$ cat config.mk
export PLATFORM = sky130hd
export DESIGN_NAME = ysyx_24100012_lsu
export DESIGN_NICKNAME = d
export VERILOG_FILES = /design/src/rtl/ysyx_24100012_lsu.sv
export SDC_FILE = /design/constraint.sdc
export NUM_CORES = 1
export LEC_CHECK = 0
export BUFFER_PORTS_ARGS = -buffer_cell sky130_fd_sc_hd__buf_2
export CORE_MARGIN = 3
export CORE_UTILIZATION = 52
export CTS_CLUSTER_SIZE = 12
export DETAILED_ROUTE_END_ITERATION = 10
export PLACE_DENSITY = 0.89
export SLEW_MARGIN = 20
export SYNTH_ARGS = -nofsm -noshare
export SYNTH_HDL_FRONTEND = slang
export SYNTH_SLANG_ARGS = --single-unit
$ cat constraint.sdc
create_clock -name clk -period 3.94 [get_ports clk]
set_clock_uncertainty 0.2 [all_clocks]
set_input_delay 1.182 -clock clk [delete_from_list [all_inputs] [get_ports clk]]
set_output_delay 1.182 -clock clk [all_outputs]
set_load 0.005 [all_outputs]
$ cat src/rtl/ysyx_24100012_lsu.sv
// Load/store unit: one multi-cycle valid/ready data-memory transaction per request.
// Latency: store 2 cycles, load 3 cycles (+ bus stalls), illegal/trapped request 1 cycle.
// Backpressure: req_ready only in IDLE; stalls on mem_ready and mem_rvalid. Macro LSU_MISALIGN_TRAP_EN.
module ysyx_24100012_lsu #(
  parameter int ADDR_WIDTH = 32,
  parameter int DATA_WIDTH = 32
) (
  input  logic                  clk,
  input  logic                  rst,
  input  logic                  req_valid,
  output logic                  req_ready,
  input  logic                  req_wen,
  input  logic [2:0]            req_funct3,
  input  logic [ADDR_WIDTH-1:0] req_addr,
  input  logic [DATA_WIDTH-1:0] req_wdata,
  output logic                  resp_valid,
  output logic [DATA_WIDTH-1:0] resp_rdata,
  output logic                  resp_err,
  output logic                  mem_valid,
  input  logic                  mem_ready,
  output logic                  mem_wen,
  output logic [ADDR_WIDTH-1:0] mem_addr,
  output logic [DATA_WIDTH-1:0] mem_wdata,
  output logic [3:0]            mem_wstrb,
  input  logic                  mem_rvalid,
  input  logic [DATA_WIDTH-1:0] mem_rdata
);

  localparam logic [1:0] IDLE = 2'd0;
  localparam logic [1:0] REQ  = 2'd1;
  localparam logic [1:0] WAIT = 2'd2;
  localparam logic [1:0] DONE = 2'd3;

  logic [1:0]            state;
  logic                  wen_q;
  logic [2:0]            f3_q;
  logic [ADDR_WIDTH-1:0] addr_q;
  logic [DATA_WIDTH-1:0] wdata_q;

  logic                  illegal;
  logic                  misalign;
  logic [1:0]            off;
  logic [DATA_WIDTH-1:0] shifted;
  logic [DATA_WIDTH-1:0] load_val;

  // Classify the incoming request: illegal funct3 and (optionally) misalignment go straight to DONE.
  always_comb begin
    illegal  = req_wen ? (req_funct3[2] | (req_funct3[1:0] == 2'b11))
                       : ((req_funct3 == 3'b011) | (req_funct3[2:1] == 2'b11));
    misalign = 1'b0;
`ifdef LSU_MISALIGN_TRAP_EN
    case (req_funct3[1:0])
      2'b01:   misalign = req_addr[0];
      2'b10:   misalign = |req_addr[1:0];
      default: misalign = 1'b0;
    endcase
`endif
  end

  // Effective byte offset; halfwords and words are forced aligned (only reachable untrapped).
  always_comb begin
    case (f3_q[1:0])
      2'b00:   off = addr_q[1:0];
      2'b01:   off = {addr_q[1], 1'b0};
      default: off = 2'b00;
    endcase
  end

  // Bus request fields come straight from the latched request, so they hold through stalls.
  always_comb begin
    mem_valid = (state == REQ);
    mem_wen   = mem_valid & wen_q;
    mem_addr  = {addr_q[ADDR_WIDTH-1:2], 2'b00};
    case (f3_q[1:0])
      2'b00:   mem_wdata = {4{wdata_q[7:0]}};
      2'b01:   mem_wdata = {2{wdata_q[15:0]}};
      default: mem_wdata = wdata_q;
    endcase
    mem_wstrb = 4'b0000;
    if (wen_q) begin
      case (f3_q[1:0])
        2'b00:   mem_wstrb = 4'b0001 << off;
        2'b01:   mem_wstrb = 4'b0011 << off;
        default: mem_wstrb = 4'b1111;
      endcase
    end
    req_ready  = (state == IDLE);
    resp_valid = (state == DONE);
  end

  // Pick the addressed lane out of the read word and extend it.
  always_comb begin
    shifted = mem_rdata >> {off, 3'b000};
    case (f3_q)
      3'b000:  load_val = {{24{shifted[7]}}, shifted[7:0]};
      3'b001:  load_val = {{16{shifted[15]}}, shifted[15:0]};
      3'b100:  load_val = {24'b0, shifted[7:0]};
      3'b101:  load_val = {16'b0, shifted[15:0]};
      default: load_val = shifted;
    endcase
  end

  // Transaction sequencing: IDLE -> REQ -> (WAIT for loads) -> DONE -> IDLE.
  always_ff @(posedge clk or negedge rst) begin
    if (!rst) begin
      state <= IDLE;
    end else begin
      case (state)
        IDLE:    if (req_valid) state <= (illegal | misalign) ? DONE : REQ;
        REQ:     if (mem_ready) state <= wen_q ? DONE : WAIT;
        WAIT:    if (mem_rvalid) state <= DONE;
        default: state <= IDLE;
      endcase
    end
  end

  // Latch the request at acceptance so the core may change its inputs afterwards.
  always_ff @(posedge clk or negedge rst) begin
    if (!rst) begin
      wen_q   <= 1'b0;
      f3_q    <= 3'b000;
      addr_q  <= '0;
      wdata_q <= '0;
    end else if (state == IDLE && req_valid) begin
      wen_q   <= req_wen;
      f3_q    <= req_funct3;
      addr_q  <= req_addr;
      wdata_q <= req_wdata;
    end
  end

  // Response registers: load data on capture, zero for stores and errors; held otherwise.
  always_ff @(posedge clk or negedge rst) begin
    if (!rst) begin
      resp_rdata <= '0;
      resp_err   <= 1'b0;
    end else begin
      case (state)
        IDLE: if (req_valid) begin
          resp_err <= illegal | misalign;
          if (illegal | misalign) resp_rdata <= '0;
        end
        REQ:  if (mem_ready && wen_q) resp_rdata <= '0;
        WAIT: if (mem_rvalid) resp_rdata <= load_val;
        default: ;
      endcase
    end
  end

endmodule

## Word-level counts from Yosys, hierarchy flattened

Cells that the tools add are included.

| word-level totals | value |
|---|---|
| bits of input ports | 105 |
| register bits | 103 |

| cells by class | value |
|---|---|
| equality and inequality tests | 15 |
| shift-type cells | 3 |
| muxes and demuxes | 17 |
| reductions and logical operators | 9 |
| bitwise operators | 3 |

Operators with widths:

| cell | count |
|---|---|
| $mux W32 | 4 |
| $pmux W32 S4 | 1 |
| $pmux W32 S3 | 1 |
| $pmux W32 S2 | 1 |
| $shr A32 B5 Y32 | 1 |
| $eq A2 B2 Y1 const B | 4 |
| $mux W2 | 4 |
| $pmux W4 S2 | 1 |
| $eq A3 B3 Y1 const B | 2 |
| $ne A2 B1 Y1 const B | 3 |
| $pmux W2 S3 | 1 |
| $reduce_and A5 Y1 | 1 |
| $eq A2 B1 Y1 const B | 2 |
| $logic_not A2 Y1 | 2 |
| $mux W4 | 1 |
| $ne A2 B2 Y1 const B | 2 |
| $pmux W2 S2 | 1 |
| $shl A1 B2 Y4 const A | 1 |
| $shl A2 B2 Y4 const A | 1 |
| $eq A3 B1 Y1 const B | 1 |
| $eq A3 B2 Y1 const B | 1 |
| $logic_not A3 Y1 | 1 |
| $reduce_and A3 Y1 | 1 |
| $reduce_bool A3 Y1 | 1 |
| 5 further kinds | 8 |

## Depth between registers and ports, before layout

Gate-level depths: netlist (run 1).

| logic depth | value |
|---|---|
| depth in word-level cells | 6 |
| mapped depth | 8 |
| gate-level depth less buffers | 6 |

## Worst setup path before layout (run 1)

No wires, ideal clock.

| timing path | value |
|---|---|
| path kind | input-to-reg |
| start point | input req_valid |
| end point | register resp_rdata[21] |
| stages | 6 |
| data required time | 3,666 ps |
| arrival | 2,543 ps |
| path slack | 1,122 ps |
| path through | inv_1 -> a222oi_1 -> and3b_1 -> o2111ai_4 -> buf_6 -> o21ai_2 |

| on the way | value |
|---|---|
| longest elaborated chain between the ends | 2 |

Ends and longest elaborated chain:

| what | line | source |
|---|---|---|
| start, declared | 10 | `input logic req_valid,` |
| $ne A2 B2 Y1 (no source line) | -- |  |
| $reduce_and A5 Y1 (no source line) | -- |  |
| end signal, assigned | 144 | `WAIT: if (mem_rvalid) resp_rdata <= load_val;` |
| end, declared | 17 | `output logic [DATA_WIDTH-1:0] resp_rdata,` |

Every way passes these cells.
A chain may end at the register's enable or synchronous reset.

## Worst setup path after layout (run 1)

| timing path | value |
|---|---|
| start point | register f3_q[1] |
| end point | output mem_wstrb[1] |

| on the way | value |
|---|---|
| longest elaborated chain between the ends | 5 |

Ends and longest elaborated chain:

| what | line | source |
|---|---|---|
| start, declared | 36 | `logic [2:0] f3_q;` |
| start signal, assigned | 126 | `f3_q <= req_funct3;` |
| $eq A2 B1 Y1 / $logic_not A2 Y1 (equally long branches) | 62, 81 |  |
| $pmux W2 S2 | 62 | `case (f3_q[1:0])` |
| $shl A2 B2 Y4 / $shl A1 B2 Y4 (equally long branches) | 83, 82 |  |
| $pmux W4 S2 * | 81 | `case (f3_q[1:0])` |
| $mux W4 * | 80 | `if (wen_q) begin` |
| end, declared | 24 | `output logic [3:0] mem_wstrb,` |

Every way passes the cells marked *; elsewhere a longest branch is shown, timed or not.

==> results.toml, run 1 <==
[global_routing]
grt_start_max_net_pins = 60
grt_util_met1_pct = 27.93
grt_antenna_before_repair = 2
global_route.usage.met2_pct = 39.44
grt_first_pass_wirelength_mm = 20.79
grt_util_all_layers_pct = 23.20
grt_use_met3_pct = 7.042
grt.busiest_layer = "met2"
global_route.overflow_total = 0
grt_pass1_vias = 4190

[clock_network]
ctsLongestPathBuffers = 2
cts.htree.levels = 3
cts_inserted_buffers = 9
clock_sink_count = 103
cts_setup_buffers = 0
post_cts_hold_buffer_count = 0
clkTransAtPathRegs_ns = 0.10
root_cell_of_the_clock_tree = "sky130_fd_sc_hd__clkbuf_8"
cts-resized-gates = 0
insertion_delay_ns = 0.36
tritoncts = "done"

[synthesis]
synth_area_leaders = "sky130_fd_sc_hd__dfrtp_1 50%, sky130_fd_sc_hd__mux2_2 19%, sky130_fd_sc_hd__buf_4 5.8%, sky130_fd_sc_hd__a21oi_1 3.5%, sky130_fd_sc_hd__mux4_2 3.1%"
top_cell_type_by_total_area_after_synthesis = "sky130_fd_sc_hd__dfrtp_1"
synthesis.yosys.warnings = 0
post_synth_inst_count = 442
synth-main-ff-cell = "sky130_fd_sc_hd__dfrtp_1"
synth_sequential_area_ratio_pct = 49.90
ys_async_sr_fraction_pct = 100.0
count_of_flip_flops_with_a_built_in_enable_after_synthesis = 0
synth_largest_type_area_fraction_pct = 49.90
ys_seq_elements = 103
syn-mean-instance-area_um2 = 11.69
netlist_area_um2 = 5165
ys_types = 38

[cells_and_area]
share_of_cells_above_drive_strength_1_pct = 55.35
layout.cells.most_common = "sky130_fd_sc_hd__buf_2"
layout.cells.most_common_list = "206 x sky130_fd_sc_hd__buf_2, 102 x sky130_fd_sc_hd__dfrtp_1, 85 x sky130_fd_sc_hd__mux2_2"
area_delta_synth_final_pct = 20.62
fillers = 743
final_nets = 712

[sta]
worstMarginPinSlew_ns = 0.9309
layout_min_cycle_time_ns = 3.497
setup_total_negative_slack_ns = 0
unrepaired_setup_endpoints_after_global_routing = "no"
number_of_slew_limit_violations_in_the_final_report = 0
max_slew_margin_pct = 37.71
timing.final.crit_share_pct = 88.75
final-hold-violation-count = 0
setup-violations-final = 0
fmaxAchievable_mhz = 286.0

[floorplanning]
boundaryPins = 210
fp.dieArea_um2 = 11160
std_cell_rows = 35
chipWidth_um = 105.7
initial_core_utilization_pct = 54.60
die_height_um = 105.7
fp.coreArea_um2 = 9459

[status]
status = "finished, final reports clean"

[power_and_ir_drop]
p_per_area_nw_per_um2 = 802.0
static-leakage-power_nw = 3.147
switching_power_mw = 1.949
design_power_total_mw = 4.996
vdd_ir_drop_max_mv = 0.4099
power.share.sequential_pct = 37.9
swShare_pct = 39.01
power.combinational.fraction_pct = 49.4
cellInternalPower_mw = 3.047
power_frac_clock_pct = 12.7

[detailed_routing]
wirelength_per_cell_um = 17.43
routed-via-count = 4056
detail_route.first_pass.iterations = 4
drtIter0Drc = 182
vias_per_cell = 5.496
totalWireLength_mm = 12.86
remaining_drc_errors = 0
ant_nets = 0

[job]
max_cap_viol_count = 0

[place]
port_buffers = 207
gp_congestion = 0.8819
detailed_place_hpwl_mm = 9.773

[worst_hold_path]
hold_removal_path_class = "reg -> reg"

[setup_path]
critical_path_arrival_ns = 2.11
worstSetupPathType = "reg -> out"
path_max_fanout = 29
critical_path.slowest_cell = "sky130_fd_sc_hd__dfrtp_2"
timing.critical_path.slowest_cell_delay_ns = 0.72
worstSetupStartpointType = "register"
endpoint_kind = "primary output"
critical_path.cell_chain = "buf_4, nor2b_1, nor3_1, buf_2"
required_ns = 2.56
==> worst paths after layout <==
check                                                start  slack [ns]  cells past startpoint                         end
worst max-delay path                   f3_q[1]$_DFFE_PN0P_        0.44                      4                mem_wstrb[1]
worst min-delay path            resp_rdata[23]$_DFFE_PN0P_        0.29                      2  resp_rdata[23]$_DFFE_PN0P_
worst max register to register        state[0]$_DFFE_PN0P_        0.86                      6   resp_rdata[8]$_DFFE_PN0P_
worst min register to register  resp_rdata[23]$_DFFE_PN0P_        0.29                      2  resp_rdata[23]$_DFFE_PN0P_
max in group asynchronous                              rst        2.17                      2     wdata_q[27]$_DFFE_PN0P_
min in group asynchronous                              rst        0.66                      1       addr_q[7]$_DFFE_PN0P_
==> cells by family after synthesis <==
| logic type | Yosys count | synth area share (%) |
|---|---|---|
| AOI/OAI and AO/OA | 93 | 11.36 |
| and+or+nand+nor | 57 | 4.894 |
| buffers and inverters | 81 | 9.036 |
| DFF | 103 | 49.90 |
| other | 1 | 0.07260 |
| muxes | 102 | 23.52 |
| adders and majority gates | 5 | 1.211 |
==> stage by stage <==
| step | hold WS [ns] | area (µm²) | util [%] | std cells | setup WS (ns) |
|---|---|---|---|---|---|
| 6_report | 0.2856 | 6230 | 65.86 | 738 | 0.4434 |
| 3_5_place_dp | 0.2653 | 6036 | 63.81 | 720 | 0.3568 |
| 4_1_cts | 0.2904 | 6225 | 65.81 | 736 | 0.4704 |
| 5_1_grt | 0.3186 | 6225 | 65.81 | 736 | 0.2521 |
| 3_3_place_gp | 0.2564 | 6036 | 63.81 | 720 | 0.5115 |
| 2_1_floorplan | 0.2628 | 5169 | - | 443 | 1.122 |
==> final cells by class <==
| cell class | count | area [µm²] | area share [%] |
|---|---|---|---|
| sequential | 103 | 2579 | 41.39 |
| multi-input combinational | 259 | 2127 | 34.14 |
| timing repair buffer | 213 | 1109 | 17.79 |
| tap | 129 | 161.4 | 2.591 |
| clock buffer | 10 | 137.6 | 2.209 |
| inverter | 16 | 60.06 | 0.9640 |
| clock inverter | 6 | 51.30 | 0.8235 |
| antenna | 2 | 5.005 | 0.08034 |
==> metal layers <==
metal | routed length [µm] | share of wire (%)
met1 | 4891 | 38
met2 | 6403 | 50
met3 | 1267 | 9.8
met4 | 301 | 2.3
met5 | 0 | 0
==> power by group through the flow <==
| stage | registers, mW | logic, mW | clock network, mW |
|---|---|---|---|
| finish | 1.89 | 2.47 | 0.635 |
| global route | 1.96 | 2.71 | 0.704 |
| CTS | 1.89 | 2.49 | 0.657 |
| detailed placement | 1.91 | 2.49 | 0 |
| global placement | 1.87 | 2.40 | 0 |
| floorplan | 1.77 | 1.89 | 0 |
==> critical path, delay by kind of cell (launching register included) <==
| family | cells | cell delay (ns) |
|---|---|---|
| simple gates | 2 | 0.48 |
| buf+inv | 2 | 0.56 |
| flops | 1 | 0.72 |
==> state kept, by name (all words and copies together) (netlist names) <==
name and count:
addr_q 32, f3_q 3, resp_err 1, resp_rdata 32, state 2, wdata_q 32, wen_q 1
==> cells in the mapped netlist, drive strengths merged, types with 5 or more instances <==
master,instances
mux4,7
mux2i,10
inv,16
dfrtp,103
a22oi,7
ha,5
o21ai,35
nor2,5
a22o,7
buf,54
nand2,40
mux2,85
clkbuf,11
a21oi,36
No activity file was read; power rests on OpenSTA's default activity.
==> run 2, diff against run 1 <==
--- a/config.mk
+++ b/config.mk
@@ -11,6 +11,8 @@
 export CTS_CLUSTER_SIZE = 12
 export DETAILED_ROUTE_END_ITERATION = 10
 export PLACE_DENSITY = 0.89
+export REMOVE_ABC_BUFFERS = 1
+export SETUP_SLACK_MARGIN = 0.5
 export SLEW_MARGIN = 20
 export SYNTH_ARGS = -nofsm -noshare
 export SYNTH_HDL_FRONTEND = slang
==> results.toml, run 2 (synthesized netlist as in run 1, its figures left out) <==
[status]
status = "finished, final reports clean"

[job]
max_cap_viol_count = 0

[detailed_routing]
routed-via-count = 4059
remaining_drc_errors = 0
drtIter0Drc = 219
ant_nets = 0
vias_per_cell = 5.500
totalWireLength_mm = 13.48
detail_route.first_pass.iterations = 5
wirelength_per_cell_um = 18.26

[worst_hold_path]
hold_depth = 2
hold_removal_path_class = "reg -> reg"

[setup_path]
ff2ff_path_depth = 6
critical_path_arrival_ns = 1.95
worstSetupStartpointType = "register"
endpoint_kind = "primary output"
path_max_fanout = 17
worstSetupPathType = "reg -> out"
required_ns = 2.56

[global_routing]
grt_util_all_layers_pct = 23.72
grt_start_max_net_pins = 61
global_route.overflow_total = 0
grt_first_pass_wirelength_mm = 21.21
grt_pass1_vias = 4297
grt_antenna_before_repair = 0

[cells_and_area]
layout_top_registers = "addr_q: 32 flops, resp_rdata: 32 flops, wdata_q: 32 flops"
fillers = 738
final_nets = 714
finalCoreUtilization_pct = 66.11
layout.cells.most_common_list = "206 x sky130_fd_sc_hd__buf_2, 102 x sky130_fd_sc_hd__dfrtp_1, 85 x sky130_fd_sc_hd__mux2_2"
share_of_cells_above_drive_strength_1_pct = 55.67
layout.cells.most_common = "sky130_fd_sc_hd__buf_2"
insertedDiodeCount = 0
area_delta_synth_final_pct = 21.08

[clock_network]
insertion_delay_ns = 0.35
root_cell_of_the_clock_tree = "sky130_fd_sc_hd__clkbuf_8"
ctsLongestPathBuffers = 2
clock_sink_count = 103
cts_inserted_buffers = 9
clkTransAtPathRegs_ns = 0.10
post_cts_hold_buffer_count = 0
cts.htree.levels = 3
tritoncts = "done"

[sta]
setup_total_negative_slack_ns = 0
final-hold-violation-count = 0
fmaxAchievable_mhz = 300.5
setup-violations-final = 0
worstMarginPinSlew_ns = 1.051
layout_min_cycle_time_ns = 3.328
timing.final.crit_share_pct = 84.46
number_of_slew_limit_violations_in_the_final_report = 0
unrepaired_setup_endpoints_after_global_routing = "no"
max_slew_margin_pct = 29.66

[power_and_ir_drop]
p_per_area_nw_per_um2 = 817.9
vdd_ir_drop_max_mv = 0.4231
static-leakage-power_nw = 3.154

[floorplanning]
fp.dieArea_um2 = 11160
initial_core_utilization_pct = 54.60
chipWidth_um = 105.7
std_cell_rows = 35
die_height_um = 105.7
boundaryPins = 210
fp.coreArea_um2 = 9459

[place]
detailed_place_hpwl_mm = 9.990
port_buffers = 207
gp_congestion = 0.8400
run 2: layout make-up:
cell class                 instances  area [µm²]  share of cell area [%]
timing repair buffer             215        1115                   17.83
tap                              129       161.4                   2.581
clock buffer                       9       123.9                   1.981
inverter                          16       60.06                  0.9604
clock inverter                     7       77.57                   1.240
multi-input combinational        259        2135                   34.13
sequential                       103        2581                   41.28
run 2: per-stage QoR:
step                      power, mW  hold WS [ns]  setup slack (ns)  area (µm²)  cells
after CTS                     5.120        0.2863            0.5258        6237    737
after detailed placement      4.422        0.2594            0.7081        6031    721
after global routing          5.479        0.3100            0.5166        6254    738
after floorplan               3.344        0.2628            0.4672        4762    378
after global placement        4.289        0.2566            0.7903        6031    721
final                         5.115        0.2840            0.6124        6254    738
run 2: worst max-delay path, cell delays in order, from the launching register on:
cell and delay (ns):
sky130_fd_sc_hd__dfrtp_4 0.61, sky130_fd_sc_hd__inv_1 0.19, sky130_fd_sc_hd__nand2_1 0.31, sky130_fd_sc_hd__and3_1 0.34
sky130_fd_sc_hd__buf_2 0.13
run 2: final timing paths:
check | slack [ns] | startpoint | endpoint
max | 0.61 | f3_q[1]$_DFFE_PN0P_ | mem_wstrb[0]
min | 0.28 | resp_rdata[24]$_DFFE_PN0P_ | resp_rdata[24]$_DFFE_PN0P_
min in group asynchronous | 0.62 | rst | resp_rdata[0]$_DFFE_PN0P_
max reg2reg | 1.20 | state[0]$_DFFE_PN0P_ | resp_rdata[16]$_DFFE_PN0P_
max in group asynchronous | 2.19 | rst | wdata_q[3]$_DFFE_PN0P_
min reg2reg | 0.28 | resp_rdata[24]$_DFFE_PN0P_ | resp_rdata[24]$_DFFE_PN0P_
run 2: repair_timing:
item,4_1_cts,5_1_grt
buffers inserted,0,1
setup endpoints to repair,9,9
gates resized for setup,2,1
run 2: power by group:
| part | leakage, nW | total, mW | internal, mW | switching, mW |
|---|---|---|---|---|
| clock | 0.101 | 0.680 | 0.301 | 0.379 |
| sequential | 1.27 | 1.89 | 1.53 | 0.367 |
| combinational | 1.78 | 2.54 | 1.27 | 1.27 |
| total | 3.15 | 5.11 | 3.10 | 2.01 |
run 2: per-layer routing:
metal  share of wire [%]  track usage, %  vias up
met3                 9.5           6.430       22
met1                  39           29.59     1968
li1                    -               -     1837
met2                  50           40.35      232
met5                   0               0        -
met4                 1.3           7.216        0
